==> src/rtl/update_sched_if.sv <==
// rtl/update_sched_if.sv - requester and graph-container signal bundle for update_sched
`ifndef PRED_WIDTH
`define PRED_WIDTH 7
`endif
`ifndef WEIGHT_WIDTH
`define WEIGHT_WIDTH 15
`endif

interface update_sched_if;
    logic                        req0_valid;
    logic                        req0_ready;
    logic [`PRED_WIDTH:0]        req0_src;
    logic [`PRED_WIDTH:0]        req0_dst;
    logic signed [`WEIGHT_WIDTH:0] req0_e;

    logic                        req1_valid;
    logic                        req1_ready;
    logic [`PRED_WIDTH:0]        req1_src;
    logic [`PRED_WIDTH:0]        req1_dst;
    logic signed [`WEIGHT_WIDTH:0] req1_e;

    logic [`PRED_WIDTH:0]        src_cfg;

    logic                        c_reset;
    logic [`PRED_WIDTH:0]        c_src;
    logic [`PRED_WIDTH:0]        c_u_src;
    logic [`PRED_WIDTH:0]        c_u_dst;
    logic signed [`WEIGHT_WIDTH:0] c_u_e;
    logic                        c_done;

    modport master (
        output req0_valid, req0_src, req0_dst, req0_e,
        output req1_valid, req1_src, req1_dst, req1_e,
        output src_cfg, c_done,
        input  req0_ready, req1_ready,
        input  c_reset, c_src, c_u_src, c_u_dst, c_u_e
    );

    modport slave (
        input  req0_valid, req0_src, req0_dst, req0_e,
        input  req1_valid, req1_src, req1_dst, req1_e,
        input  src_cfg, c_done,
        output req0_ready, req1_ready,
        output c_reset, c_src, c_u_src, c_u_dst, c_u_e
    );
endinterface

==> src/rtl/update_sched.sv <==
// rtl/update_sched.sv - two-requester edge-update queue that replays each update through the graph container
`ifndef PRED_WIDTH
`define PRED_WIDTH 7
`endif
`ifndef WEIGHT_WIDTH
`define WEIGHT_WIDTH 15
`endif

module update_sched #(
    parameter int DEPTH   = 8,
    parameter int TIMEOUT = 65535
) (
    input  logic                         clk,
    input  logic                         sched_reset,
    update_sched_if.slave                bus,
    output logic                         busy,
    output logic [$clog2(DEPTH+1)-1:0]   fifo_count,
    output logic [15:0]                  runs_done,
    output logic                         timeout_err
);
    localparam int PW = `PRED_WIDTH + 1;
    localparam int WW = `WEIGHT_WIDTH + 1;
    localparam int EW = 2 * PW + WW;
    localparam int AW = $clog2(DEPTH);
    localparam int CW = $clog2(DEPTH + 1);
    localparam int TW = (TIMEOUT > 1) ? $clog2(TIMEOUT) : 1;
    localparam logic [TW-1:0] TMAX = TW'(TIMEOUT - 1);

    typedef enum logic [1:0] {IDLE, PULSE, WAIT, FIN} state_t;

    state_t          state;
    state_t          state_nxt;
    logic            prio;
    logic            grant;
    logic            full;
    logic            accept;
    logic            push;
    logic            pop;
    logic            timeout_hit;
    logic [EW-1:0]   push_data;
    logic [EW-1:0]   mem [DEPTH];
    logic [AW-1:0]   wr_ptr;
    logic [AW-1:0]   rd_ptr;
    logic [TW-1:0]   timer;

    // A lone valid requester wins regardless of priority; contention falls back to prio.
    always_comb begin
        if (bus.req0_valid && !bus.req1_valid) begin
            grant = 1'b0;
        end else if (bus.req1_valid && !bus.req0_valid) begin
            grant = 1'b1;
        end else begin
            grant = prio;
        end
    end

    assign full           = (fifo_count == CW'(DEPTH));
    assign bus.req0_ready = !sched_reset && !full && !grant;
    assign bus.req1_ready = !sched_reset && !full && grant;

    always_comb begin
        if (grant) begin
            accept    = bus.req1_valid && bus.req1_ready;
            push_data = {bus.req1_src, bus.req1_dst, bus.req1_e};
            push      = accept && (bus.req1_src != bus.req1_dst);
        end else begin
            accept    = bus.req0_valid && bus.req0_ready;
            push_data = {bus.req0_src, bus.req0_dst, bus.req0_e};
            push      = accept && (bus.req0_src != bus.req0_dst);
        end
    end

    always_ff @(posedge clk) begin
        if (sched_reset) begin
            prio <= 1'b0;
        end else if (accept) begin
            prio <= ~grant;
        end
    end

    always_ff @(posedge clk) begin
        if (sched_reset) begin
            wr_ptr     <= '0;
            rd_ptr     <= '0;
            fifo_count <= '0;
        end else begin
            if (push) begin
                wr_ptr <= wr_ptr + 1'b1;
            end
            if (pop) begin
                rd_ptr <= rd_ptr + 1'b1;
            end
            case ({push, pop})
                2'b10:   fifo_count <= fifo_count + 1'b1;
                2'b01:   fifo_count <= fifo_count - 1'b1;
                default: fifo_count <= fifo_count;
            endcase
        end
    end

    always_ff @(posedge clk) begin
        if (push) begin
            mem[wr_ptr] <= push_data;
        end
    end

    always_ff @(posedge clk) begin
        if (sched_reset) begin
            state <= IDLE;
        end else begin
            state <= state_nxt;
        end
    end

    always_comb begin
        state_nxt = state;
        case (state)
            IDLE:    if (fifo_count != '0) state_nxt = PULSE;
            PULSE:   state_nxt = WAIT;
            WAIT: begin
                if (bus.c_done) begin
                    state_nxt = FIN;
                end else if (timer == TMAX) begin
                    state_nxt = IDLE;
                end
            end
            FIN:     state_nxt = IDLE;
            default: state_nxt = IDLE;
        endcase
    end

    always_comb begin
        pop         = (state == IDLE) && (fifo_count != '0);
        bus.c_reset = sched_reset || (state == PULSE);
        busy        = !sched_reset && (state != IDLE);
        timeout_hit = (state == WAIT) && !bus.c_done && (timer == TMAX);
    end

    // The container operands are captured at pop and held until the run ends.
    always_ff @(posedge clk) begin
        if (sched_reset) begin
            bus.c_src   <= '0;
            bus.c_u_src <= '0;
            bus.c_u_dst <= '0;
            bus.c_u_e   <= '0;
            timer       <= '0;
            runs_done   <= '0;
            timeout_err <= 1'b0;
        end else begin
            if (pop) begin
                {bus.c_u_src, bus.c_u_dst, bus.c_u_e} <= mem[rd_ptr];
                bus.c_src <= bus.src_cfg;
            end
            if (state == PULSE) begin
                timer <= '0;
            end else if (state == WAIT && timer != TMAX) begin
                timer <= timer + 1'b1;
            end
            if (timeout_hit) begin
                timeout_err <= 1'b1;
            end
            if (state == FIN) begin
                runs_done <= runs_done + 1'b1;
            end
        end
    end
endmodule
==> src/flat_wrapper.sv <==
// flat-port wrapper written by rule: the top's interface ports become plain ports
module update_sched_flat 
#(
    parameter int DEPTH   = 8,
    parameter int TIMEOUT = 65535
)
  (clk, sched_reset, busy, fifo_count, runs_done, timeout_err, bus_req0_valid, bus_req0_src, bus_req0_dst, bus_req0_e, bus_req1_valid, bus_req1_src, bus_req1_dst, bus_req1_e, bus_src_cfg, bus_c_done, bus_req0_ready, bus_req1_ready, bus_c_reset, bus_c_src, bus_c_u_src, bus_c_u_dst, bus_c_u_e);
  update_sched_if bus_i ();
  input  logic clk;
  input  logic sched_reset;
  output logic busy;
  output logic [$clog2(DEPTH+1)-1:0] fifo_count;
  output logic [15:0] runs_done;
  output logic timeout_err;
  input wire logic [$bits(bus_i.req0_valid)-1:0] bus_req0_valid;
  input wire logic [$bits(bus_i.req0_src)-1:0] bus_req0_src;
  input wire logic [$bits(bus_i.req0_dst)-1:0] bus_req0_dst;
  input wire logic [$bits(bus_i.req0_e)-1:0] bus_req0_e;
  input wire logic [$bits(bus_i.req1_valid)-1:0] bus_req1_valid;
  input wire logic [$bits(bus_i.req1_src)-1:0] bus_req1_src;
  input wire logic [$bits(bus_i.req1_dst)-1:0] bus_req1_dst;
  input wire logic [$bits(bus_i.req1_e)-1:0] bus_req1_e;
  input wire logic [$bits(bus_i.src_cfg)-1:0] bus_src_cfg;
  input wire logic [$bits(bus_i.c_done)-1:0] bus_c_done;
  output wire logic [$bits(bus_i.req0_ready)-1:0] bus_req0_ready;
  output wire logic [$bits(bus_i.req1_ready)-1:0] bus_req1_ready;
  output wire logic [$bits(bus_i.c_reset)-1:0] bus_c_reset;
  output wire logic [$bits(bus_i.c_src)-1:0] bus_c_src;
  output wire logic [$bits(bus_i.c_u_src)-1:0] bus_c_u_src;
  output wire logic [$bits(bus_i.c_u_dst)-1:0] bus_c_u_dst;
  output wire logic [$bits(bus_i.c_u_e)-1:0] bus_c_u_e;
  assign bus_i.req0_valid = bus_req0_valid;
  assign bus_i.req0_src = bus_req0_src;
  assign bus_i.req0_dst = bus_req0_dst;
  assign bus_i.req0_e = bus_req0_e;
  assign bus_i.req1_valid = bus_req1_valid;
  assign bus_i.req1_src = bus_req1_src;
  assign bus_i.req1_dst = bus_req1_dst;
  assign bus_i.req1_e = bus_req1_e;
  assign bus_i.src_cfg = bus_src_cfg;
  assign bus_i.c_done = bus_c_done;
  assign bus_req0_ready = bus_i.req0_ready;
  assign bus_req1_ready = bus_i.req1_ready;
  assign bus_c_reset = bus_i.c_reset;
  assign bus_c_src = bus_i.c_src;
  assign bus_c_u_src = bus_i.c_u_src;
  assign bus_c_u_dst = bus_i.c_u_dst;
  assign bus_c_u_e = bus_i.c_u_e;
  update_sched #(.DEPTH(DEPTH), .TIMEOUT(TIMEOUT)) u_core (.clk(clk), .sched_reset(sched_reset), .bus(bus_i), .busy(busy), .fifo_count(fifo_count), .runs_done(runs_done), .timeout_err(timeout_err));
endmodule
==> config.mk <==
export PLATFORM = sky130hd
export DESIGN_NAME = update_sched_flat
export DESIGN_NICKNAME = d
export VERILOG_FILES = /design/src/rtl/update_sched_if.sv /design/src/rtl/update_sched.sv /design/src/flat_wrapper.sv
export SDC_FILE = /design/constraint.sdc
export NUM_CORES = 1
export LEC_CHECK = 0
export ABC_AREA = 1
export CAP_MARGIN = 20
export CELL_PAD_IN_SITES_DETAIL_PLACEMENT = 1
export CELL_PAD_IN_SITES_GLOBAL_PLACEMENT = 2
export CORE_MARGIN = 10
export CORE_UTILIZATION = 34
export DETAILED_ROUTE_END_ITERATION = 10
export GPL_TIMING_DRIVEN = 0
export PLACE_DENSITY = 0.85
export SLEW_MARGIN = 5
export SYNTH_ARGS = -nofsm -noshare
export SYNTH_HDL_FRONTEND = slang
export SYNTH_SLANG_ARGS = --single-unit
==> constraint.sdc <==
create_clock -name clk -period 3.2 [get_ports clk]
set_input_delay 0.64 -clock clk [delete_from_list [all_inputs] [get_ports clk]]
set_output_delay 0.64 -clock clk [all_outputs]
set_load 0.03 [all_outputs]
After elaboration in Yosys (flattened, before gate mapping)
Memory sizes are Yosys's and may differ from the RTL's. A register that Yosys moved wholly into a read port is not among the register bits.
Index checks and enable logic that the tools add are counted.

operators by class
  bitwise gates (word level) = 1
  equality and inequality tests = 12
  multiplexer cells = 12
  $add $sub $neg = 6
  reduce and logical (&&, ||, !) cells = 27

operators by type and width
  operator               number
  $add 16x1->16 const B  2
  $mux 32                1
  $eq 16x16->1 const B   1
  $ne 16x16->1 const B   1
  $ne 8x8->1             2
  $logic_and 1x1->1      14
  $pmux 2 s4             1
  $pmux 4 s2             1
  $add 3x1->3 const B    2
  $eq 2x2->1 const B     3
  $logic_not 1->1        6
  $mux 1                 6
  $mux 2                 3
  $add 4x1->4 const B    1
  $eq 2x1->1 const B     2
  $eq 4x4->1 const B     1
  $reduce_bool 2->1      2
  $reduce_bool 4->1      1
  $sub 4x1->4 const B    1
  $ne 3x2->1 const B     1
  $logic_not 2->1        1
  $ne 2x1->1 const B     1
  $reduce_and 2->1       1
  $reduce_or 2->1        1
  2 further kinds        2

storage, ports and cells
  memories = 1
  output and inout bits = 65
  input bits = 77
  logic and storage cells = 68
  flip-flop bits (word level) = 54
  bits in writable memories = 256

memories
  name        depth  width  rd ports  clocked after memory_dff  write ports  line                RTL
  u_core.mem  8      32     1         1                         1            update_sched.sv:41  logic [EW-1:0] mem [DEPTH];

Logic depth before layout (Yosys ltp)
Gate-level depths: netlist of the first run.

  word-level depth = 11
  gate-level depth with buffers = 16
  gate-level depth less buffers = 16

Worst setup path before layout of the first run
No wires, ideal clock.

  kind = input port to flip-flop
  start = input port sched_reset
  end = memory u_core.mem[1][0] (netlist bit) (enable)
  path buffers = 1
  setup slack = -0.035 ns
  required time = 2.779 ns
  arrival = 2.814 ns
  library setup time = 0.421 ns
  cell stages on the path = 8
  path through = clkbuf_2 inv_1 nand2_1 nor3_1 nand2_1 nand2_1 nand2_1 nor2_1

between the ends
  cells in the longest elaborated chain, start to end = 8
  elaborated cells on any way between the ends = 11
  those cells by class = 3 x mux; 8 x reduce/logical

ends and longest elaborated chain
  what                                         line                                    RTL
  start, declared                              flat_wrapper.sv:10                      input logic sched_reset;
  $logic_not 1->1 *                            update_sched.sv:58, update_sched.sv:59
  $logic_and 1x1->1 *                          update_sched.sv:58, update_sched.sv:59
  $logic_and 1x1->1, on equally long branches  update_sched.sv:58, update_sched.sv:59
  $logic_and 1x1->1, on equally long branches  update_sched.sv:67, update_sched.sv:63
  $logic_and 1x1->1, on equally long branches  update_sched.sv:69, update_sched.sv:65
  $mux 1 *                                     update_sched.sv:62                      if (grant) begin
  $mux 1 *                                     update_sched.sv:102                     if (push) begin
  $mux 1 (implied by the code) *               update_sched.sv:103                     mem[wr_ptr] <= push_data;
  end, declared                                update_sched.sv:41

Every way passes the cells marked *; elsewhere a longest branch is shown, timed or not.

Final worst setup path of the first run
  start = input port bus_req1_valid
  end = output port bus_req1_ready

between the ends
  cells in the longest elaborated chain, start to end = 4
  elaborated cells on any way between the ends = 6
  those cells by class = 2 x mux; 4 x reduce/logical

ends and longest elaborated chain
  what                                                         line                                    RTL
  start, declared                                              flat_wrapper.sv:19                      input wire logic [$bits(bus_i.req1_valid)-1:0] bus_req1_valid;
  $logic_and 1x1->1 / $logic_not 1->1 (equally long branches)  update_sched.sv:50, update_sched.sv:48
  $mux 1 / $logic_and 1x1->1 (equally long branches)           update_sched.sv:50, update_sched.sv:48
  $mux 1 *                                                     update_sched.sv:48                      if (bus.req0_valid && !bus.req1_valid) begin
  $logic_and 1x1->1 *                                          update_sched.sv:59                      assign bus.req1_ready = !sched_reset && !full && grant;
  end, declared                                                flat_wrapper.sv:26                      output wire logic [$bits(bus_i.req1_ready)-1:0] bus_req1_ready;

Marks and branches as above.

==> metrics.csv, run 1 <==
stage,metric,value,unit
run_status,status,completed,
synth,"area leader, netlist",edfxtp_1,
die,IO Pins,142,
die,Die Area,50080,µm²
clock_tree,Worst-Skew Late Latency,0.55,ns
clock_tree,root buffer cell,clkbuf_16,
setup_path,Worst R2R Start,u_core.fifo_count[1]$_SDFFE_PP0P_,
synth,mapped cell area,14120,µm²
synth,Synth Area in Compound Gates,14.02,%
timing,Setup TNS Final,0,ns
placed_design,Inst Count DP,1993,
layout,register area,9409,µm²
global_routing,number of global-route vias before repair,11735,
power,Leak,6.124,nW
placed_design,IO buf count,140,
layout,Final #Nets,1591,
setup_path,Required @ worst endpoint,2.56,ns
timing,final setup violation count,0,
min_path,hold_sp,sched_reset,
synth,largest family of logic cells by synthesized area,compound AO/OA/AOI/OAI gates,
timing,fmax,333.7,MHz
synth,Synth Area in Simple Gates,12.71,%
min_path,hold path cells,2,
global_routing,All-Layer GR Usage,17.58,%
layout,fillers,4519,
die,Die Width,223.8,µm
setup_path,Critical R2R Capture,u_core.mem[6][25]$_DFFE_PP_,
timing,Tightest Pin Transition,1.067,ns
route,vias per std cell,5.270,
route,WL/cell,21.91,µm
route,drt pass-1 iters,5,
timing,Worst slew margin,28.09,%
power,PD cells,802.0,nW/µm²
setup_path,CP Max Fanout,10,
route,Final ANT Viol Nets,0,
placed_design,Post-DP HPWL,31420,µm
die,Die Span Y,223.8,µm
layout,area grow syn2layout,25.62,%
timing,clock skew,0.02675,ns
power,largest vdd supply drop,0.4578,mV
clock_tree,total CTS buffers,40,
clock_tree,CTS tree,yes,
clock_tree,"Clk pin slew, worst setup/hold paths",0.06,ns
synth,top-area cell type share of the netlist area,54.44,%
synth,post-synth cell types,38,
synth,share of flip-flops with an asynchronous set or reset,0,%
timing,"Slew Viols, Final",0,
setup_path,r2r worst-path depth,9,
flow_run,Max Cap Viol,0,
clock_tree,H-tree levels,2,
layout,post-layout util,43.34,%
timing,fin crit share,93.65,%
setup_path,WS Path Type,in -> out,
global_routing,initial antenna violation count,1,
setup_path,R2R Setup Slk,0.43,ns
synth,mux cell area share after synthesis,0,%
layout,Multi-input gate area,4139,µm²
synth,Mean Syn Cell Area,10.76,µm²
route,drt drc,0,
synth,YS warnings,0,
layout,Layout Cells excl Fill,2070,
global_routing,gr ovfl total,0,
setup_path,Worst EP arrival,2.36,ns
placed_design,Placer Congestion,0.8215,
synth,ys flop type,edfxtp_1,
synth,Post-Syn Instances,1312,
min_path,Min-Delay Path Class,in -> reg,
route,DR vias,10909,
route,number of DRC markers in iteration 0,647,
timing,final hold slack,0.4458,ns
synth,synth top area cells,"edfxtp_1 54%, dfxtp_1 12%, o21ai_0 7.1%",
die,Initial Util,34.51,%
synth,XOR/XNOR Fraction of Synth Area,1.427,%
timing,unrepaired setup endpoints after global routing,no,
layout,share of cells above drive strength 1,9.038,%
timing,Final Hold Violating Endpoints,0,
synth,"EDFF count, synth",256,
route,WL final,45360,µm
clock_tree,"Hold-fix buffers, CTS",0,
synth,top-count cell post-synth,edfxtp_1,
timing,Final min period,2.997,ns
clock_tree,clk buf depth,3,
synth,Seq cells post-synth,342,
global_routing,largest net degree at the start of global routing,23,
setup_path,CP startpoint kind,input pin,
die,core area,40920,µm²
synth,"Seq/Total Area, Yosys",66.63,%
min_path,"Endpoint, Worst Hold",u_core.runs_done[3]$_SDFFE_PP0N_,
synth,adder-cell share of the synthesized area,0.7088,%
clock_tree,TritonCTS sink count,342,
synth,Commonest cells post-synth,"256 x edfxtp_1, 201 x o21ai_0, 199 x nor2_1",
die,Std-Cell Rows,74,
synth,Post-Syn Nets,1397,
global_routing,first-pass GRT wire length,68790,µm
layout,number of inserted diodes,0,
setup_path,critical path endpoint category,output port,
## layout make-up
| cell class | count | share of cell area [%] |
|---|---|---|
| clock inverter | 16 | 0.9805 |
| sequential | 342 | 53.04 |
| tap | 532 | 3.753 |
| inverter | 63 | 1.340 |
| buffer | 75 | 2.250 |
| clock buffer | 58 | 6.137 |
| multi-input combinational | 831 | 23.33 |
| timing repair buffer | 153 | 9.163 |
## per-layer routing
metal  vias up  GRT usage [%]  routed length, µm  part of all wire, %
met5         -              0                  0                    0
met4         0          5.841               1407                  3.1
met3        97          3.034               2626                  5.8
met2       367          30.58              22220                   49
met1      5418          21.63              19100                   42
li1       5027              -                  -                    -
## worst max-delay path, cell delays in order
cell	delay (ns)
clkdlybuf4s50_1	0.50
nand2_1	0.06
nand2_1	0.09
o21ai_0	0.12
buf_4	0.22
buf_2	0.20
nor2_1	0.11
dlygate4sd2_1	0.41
## cells in the final DEF, fill, tap and decap left out, drive strengths merged, types with 4 or more instances in the layout
cell type	Yosys	routed
a21oi	64	64
buf	34	44
clkbuf	42	103
clkdlybuf4s50	0	138
clkinv	2	13
dfxtp	86	86
edfxtp	256	256
ha	8	8
inv	61	62
nand2	192	192
nand3	21	21
nand4	4	4
nor2	207	207
nor3	12	12
o21ai	225	225
o221ai	32	32
o22ai	33	33
xnor2	15	15
xor2	8	8
## power by group
part           internal, W  switching (W)  total [W]
logic              0.00138        0.00302    0.00440
registers          0.00523       0.000202    0.00543
clock network      0.00255        0.00184    0.00439
## sequential cells by signal, summed over array words and instances, names as in the netlist
signal and flops:
u_core.rd_ptr 3, u_core.wr_ptr 3, u_core.bus.c_u_src 8, u_core.fifo_count 4, u_core.bus.c_src 8, u_core.mem 256, u_core.timer 16, u_core.bus.c_u_dst 8
u_core.bus.c_u_e 16, u_core.runs_done 16, u_core.state 2, u_core.prio 1, u_core.timeout_err 1
## per-stage QoR
step	instance area, µm²	setup slack [ns]	power (W)
finish	17740	0.2031	0.01423
CTS	17700	0.01347	0.01433
floorplan	14120	-0.03536	0.008036
global placement	16190	-2.158	0.009732
detailed placement	16440	-0.4860	0.009907
global route	17740	0.02364	0.01493
## worst max-delay path by stage
stage | from | endpoint | slack (ns) | cells after the start
2_1_floorplan | sched_reset | u_core.mem[1][0]$_DFFE_PP_ | -0.04 | 8
3_3_place_gp | bus_req1_valid | u_core.mem[3][1]$_DFFE_PP_ | -2.16 | 9
3_5_place_dp | bus_req1_valid | u_core.mem[6][25]$_DFFE_PP_ | -0.49 | 8
4_1_cts | bus_req1_valid | bus_req0_ready | 0.01 | 9
5_1_grt | bus_req1_valid | bus_req1_ready | 0.02 | 8
6_report | bus_req1_valid | bus_req1_ready | 0.20 | 8
## logic make-up after synthesis
family / after synthesis
AOI/OAI and AO/OA: 359
xor gates and xnor gates: 23
buffers and inverters: 139
and+or+nand+nor: 441
adders and majority gates: 8
DFF: 342
## what timing repair did
item,4_1_cts,5_1_grt
resized for setup,5,3
setup endpoints to repair,3,17
setup buffers,0,1
pin swaps,0,1
Power figures use the tool's default switching activity.
==> run 2, diff against run 1 <==
--- a/config.mk
+++ b/config.mk
@@ -7,10 +7,9 @@
 export LEC_CHECK = 0
 export ABC_AREA = 1
 export CAP_MARGIN = 20
-export CELL_PAD_IN_SITES_DETAIL_PLACEMENT = 1
-export CELL_PAD_IN_SITES_GLOBAL_PLACEMENT = 2
-export CORE_MARGIN = 10
-export CORE_UTILIZATION = 34
+export CELL_PAD_IN_SITES_DETAIL_PLACEMENT = 0
+export CELL_PAD_IN_SITES_GLOBAL_PLACEMENT = 1
+export CORE_UTILIZATION = 41
 export DETAILED_ROUTE_END_ITERATION = 10
 export GPL_TIMING_DRIVEN = 0
 export PLACE_DENSITY = 0.85
==> metrics.csv, run 2 (synthesis results as in run 1) <==
stage,metric,value,unit,change
die,IO Pins,142,,unchanged
clock_tree,CTS tree,yes,,
die,core area,33700,µm²,-18%
timing,"Slew Viols, Final",0,,unchanged
die,Initial Util,41.90,%,+7.4 points
timing,Final Hold Violating Endpoints,0,,unchanged
placed_design,Post-DP HPWL,25210,µm,-20%
timing,final setup violation count,0,,unchanged
clock_tree,clk buf depth,3,,unchanged
clock_tree,"Clk pin slew, worst setup/hold paths",0.06,ns,about the same
setup_path,Worst R2R Start,u_core.fifo_count[1]$_SDFFE_PP0P_,,
route,vias per std cell,5.310,,+0.75%
timing,final hold slack,0.4329,ns,-0.01282 ns
global_routing,first-pass GRT wire length,56600,µm,-18%
setup_path,CP startpoint kind,input pin,,
global_routing,M3 GR Usage,3.856,%,+0.82 points
route,number of DRC markers in iteration 0,1220,,+89%
layout,max FFs per register,256,,unchanged
global_routing,gr ovfl total,0,,unchanged
placed_design,Placer Congestion,0.8451,,+2.9%
power,largest vdd supply drop,0.3417,mV,-25%
layout,register area,9409,µm²,unchanged
timing,fmax,329.6,MHz,-1.2%
min_path,Min-Delay Path Class,in -> reg,,
power,PD cells,783.4,nW/µm²,-2.3%
layout,Multi-input gate area,4136,µm²,about the same
timing,unrepaired setup endpoints after global routing,no,,
timing,Tightest Pin Transition,1.054,ns,-0.01345 ns
run_status,status,completed,,
route,drt pass-1 iters,5,,unchanged
setup_path,critical path's most frequent cell,nand2_1,,
clock_tree,root buffer cell,clkbuf_16,,
layout,Largest Register,u_core.mem,,
setup_path,CP peak stage delay,0.44,ns,-0.06 ns
global_routing,met1 Track Usage GR,27.87,%,+6.2 points
layout,number of inserted diodes,0,,unchanged
placed_design,IO buf count,140,,unchanged
die,Die Width,187.6,µm,-16%
route,WL/cell,18.99,µm,-13%
layout,most frequent cells in the layout,"256 x edfxtp_1, 201 x o21ai_0, 191 x nor2_1, 186 x nand2_1, 138 x clkdlybuf4s50_1",,
clock_tree,total CTS buffers,37,,-7.5%
die,Std-Cell Rows,67,,-9.5%
timing,Worst slew margin,29.00,%,+0.91 points
global_routing,met2 GRT Util,34.03,%,+3.5 points
global_routing,number of global-route vias before repair,10081,,-14%
timing,fin crit share,94.83,%,+1.2 points
global_routing,GRT busiest layer,met2,,
route,WL final,37520,µm,-17%
setup_path,Crit path buffers/inverters,5,,+1
layout,"most common cell after layout, fill and taps aside",edfxtp_1,,
clock_tree,TritonCTS sink count,342,,unchanged
route,DR vias,10492,,-3.8%
setup_path,Critical R2R Capture,u_core.mem[5][11]$_DFFE_PP_,,
layout,post-layout util,52.06,%,+8.7 points
clock_tree,Worst-Skew Late Latency,0.52,ns,-0.03 ns
setup_path,Required @ worst endpoint,2.56,ns,about the same
global_routing,initial antenna violation count,0,,-1
die,Die Area,35190,µm²,-30%
setup_path,Worst path slowest cell,clkdlybuf4s50_1,,
flow_run,Max Cap Viol,0,,unchanged
setup_path,CP Max Fanout,10,,unchanged
min_path,hold path cells,2,,unchanged
setup_path,Worst EP arrival,2.39,ns,+0.03 ns
layout,share of cells above drive strength 1,8.442,%,-0.60 points
global_routing,All-Layer GR Usage,20.98,%,+3.4 points
setup_path,critical path endpoint category,output port,,
min_path,hold_sp,sched_reset,,
timing,clock skew,0.02185,ns,-0.004907 ns
route,drt drc,0,,unchanged
die,Die Span Y,187.6,µm,-16%
setup_path,r2r worst-path depth,9,,unchanged
setup_path,"critical path, cell by cell","clkdlybuf4s50_1, nand2_1, nand2_1, o21ai_0, buf_4, inv_1, clkbuf_2, nor2_1, dlygate4sd2_1",,
power,Leak,6.089,nW,-0.57%
min_path,"Endpoint, Worst Hold",u_core.runs_done[3]$_SDFFE_PP0N_,,
clock_tree,H-tree levels,2,,unchanged
global_routing,largest net degree at the start of global routing,21,,-8.7%
setup_path,R2R Setup Slk,0.53,ns,+0.10 ns
timing,Final min period,3.034,ns,+0.03749 ns
layout,Final #Nets,1585,,-0.38%
route,Final ANT Viol Nets,0,,unchanged
setup_path,WS Path Type,in -> out,,
layout,fillers,2991,,-34%
layout,area grow syn2layout,24.23,%,
setup_path,"delay-heaviest family, CP",buffers and inverters,,
[run 2: cell count changes in the layout (fill, tap and decap cells not counted), sizes merged]
cell	before	now
clkinv	13	12
clkinvlp	2	0
dlygate4sd2	1	2
clkbuf	103	97
inv	62	63
buf	44	41
[run 2: metal layers]
metal / part of all wire, % / wire length [µm] / vias to the layer above
met1: 41 / 15570 / 4935
met5: 0 / 0 / -
li1: - / - / 5000
met3: 8.4 / 3164 / 79
met2: 47 / 17470 / 478
met4: 3.5 / 1320 / 0
[run 2: stage by stage]
stage	instance area, µm²	power (W)	TNS [ns]	cells	setup slack (ns)
after floorplan	14120	0.008036	-7.689	1312	-0.03536
after global placement	16090	0.009578	-428.61	1900	-1.861
after detailed placement	16360	0.009709	-13.16	1909	-0.2760
after CTS	17540	0.01380	0	1976	0.06992
after global routing	17540	0.01436	0	1976	0.01835
final	17540	0.01374	0	1976	0.1656
[run 2: worst max-delay path by stage]
stage	cells after the start	from	slack, ns	end
floorplan	8	sched_reset	-0.04	u_core.mem[1][0]$_DFFE_PP_
finish	9	bus_req1_valid	0.17	bus_req0_ready
global route	9	bus_req1_valid	0.02	bus_req0_ready
CTS	9	bus_req1_valid	0.07	bus_req0_ready
global placement	9	bus_req1_valid	-1.86	u_core.mem[7][3]$_DFFE_PP_
detailed placement	9	bus_req1_valid	-0.28	bus_req0_ready
[run 2: repair_timing]
action | in CTS | in global routing
hold buffers | 0 | 0
gates resized for setup | 3 | 3
buffers inserted | 0 | 0
cloned | 0 | 0
setup endpoints to repair | 2 | 3
pin swaps | 0 | 0
[run 2: power by group]
group          switching [W]  internal [W]  total [W]
Combinational        0.00284       0.00138    0.00422
Clock                0.00168       0.00244    0.00412
Sequential          0.000179       0.00523    0.00541
[run 2: cell type report]
cell class                      instances  share of cell area, %
Buffer                                 75                  2.275
Clock inverter                         14                 0.7275
Multi-Input combinational cell        831                  23.58
Inverter                               63                  1.355
Tap cell                              448                  3.195
Clock buffer                           53                  5.962
Sequential cell                       342                  53.63
Timing Repair Buffer                  150                  9.272
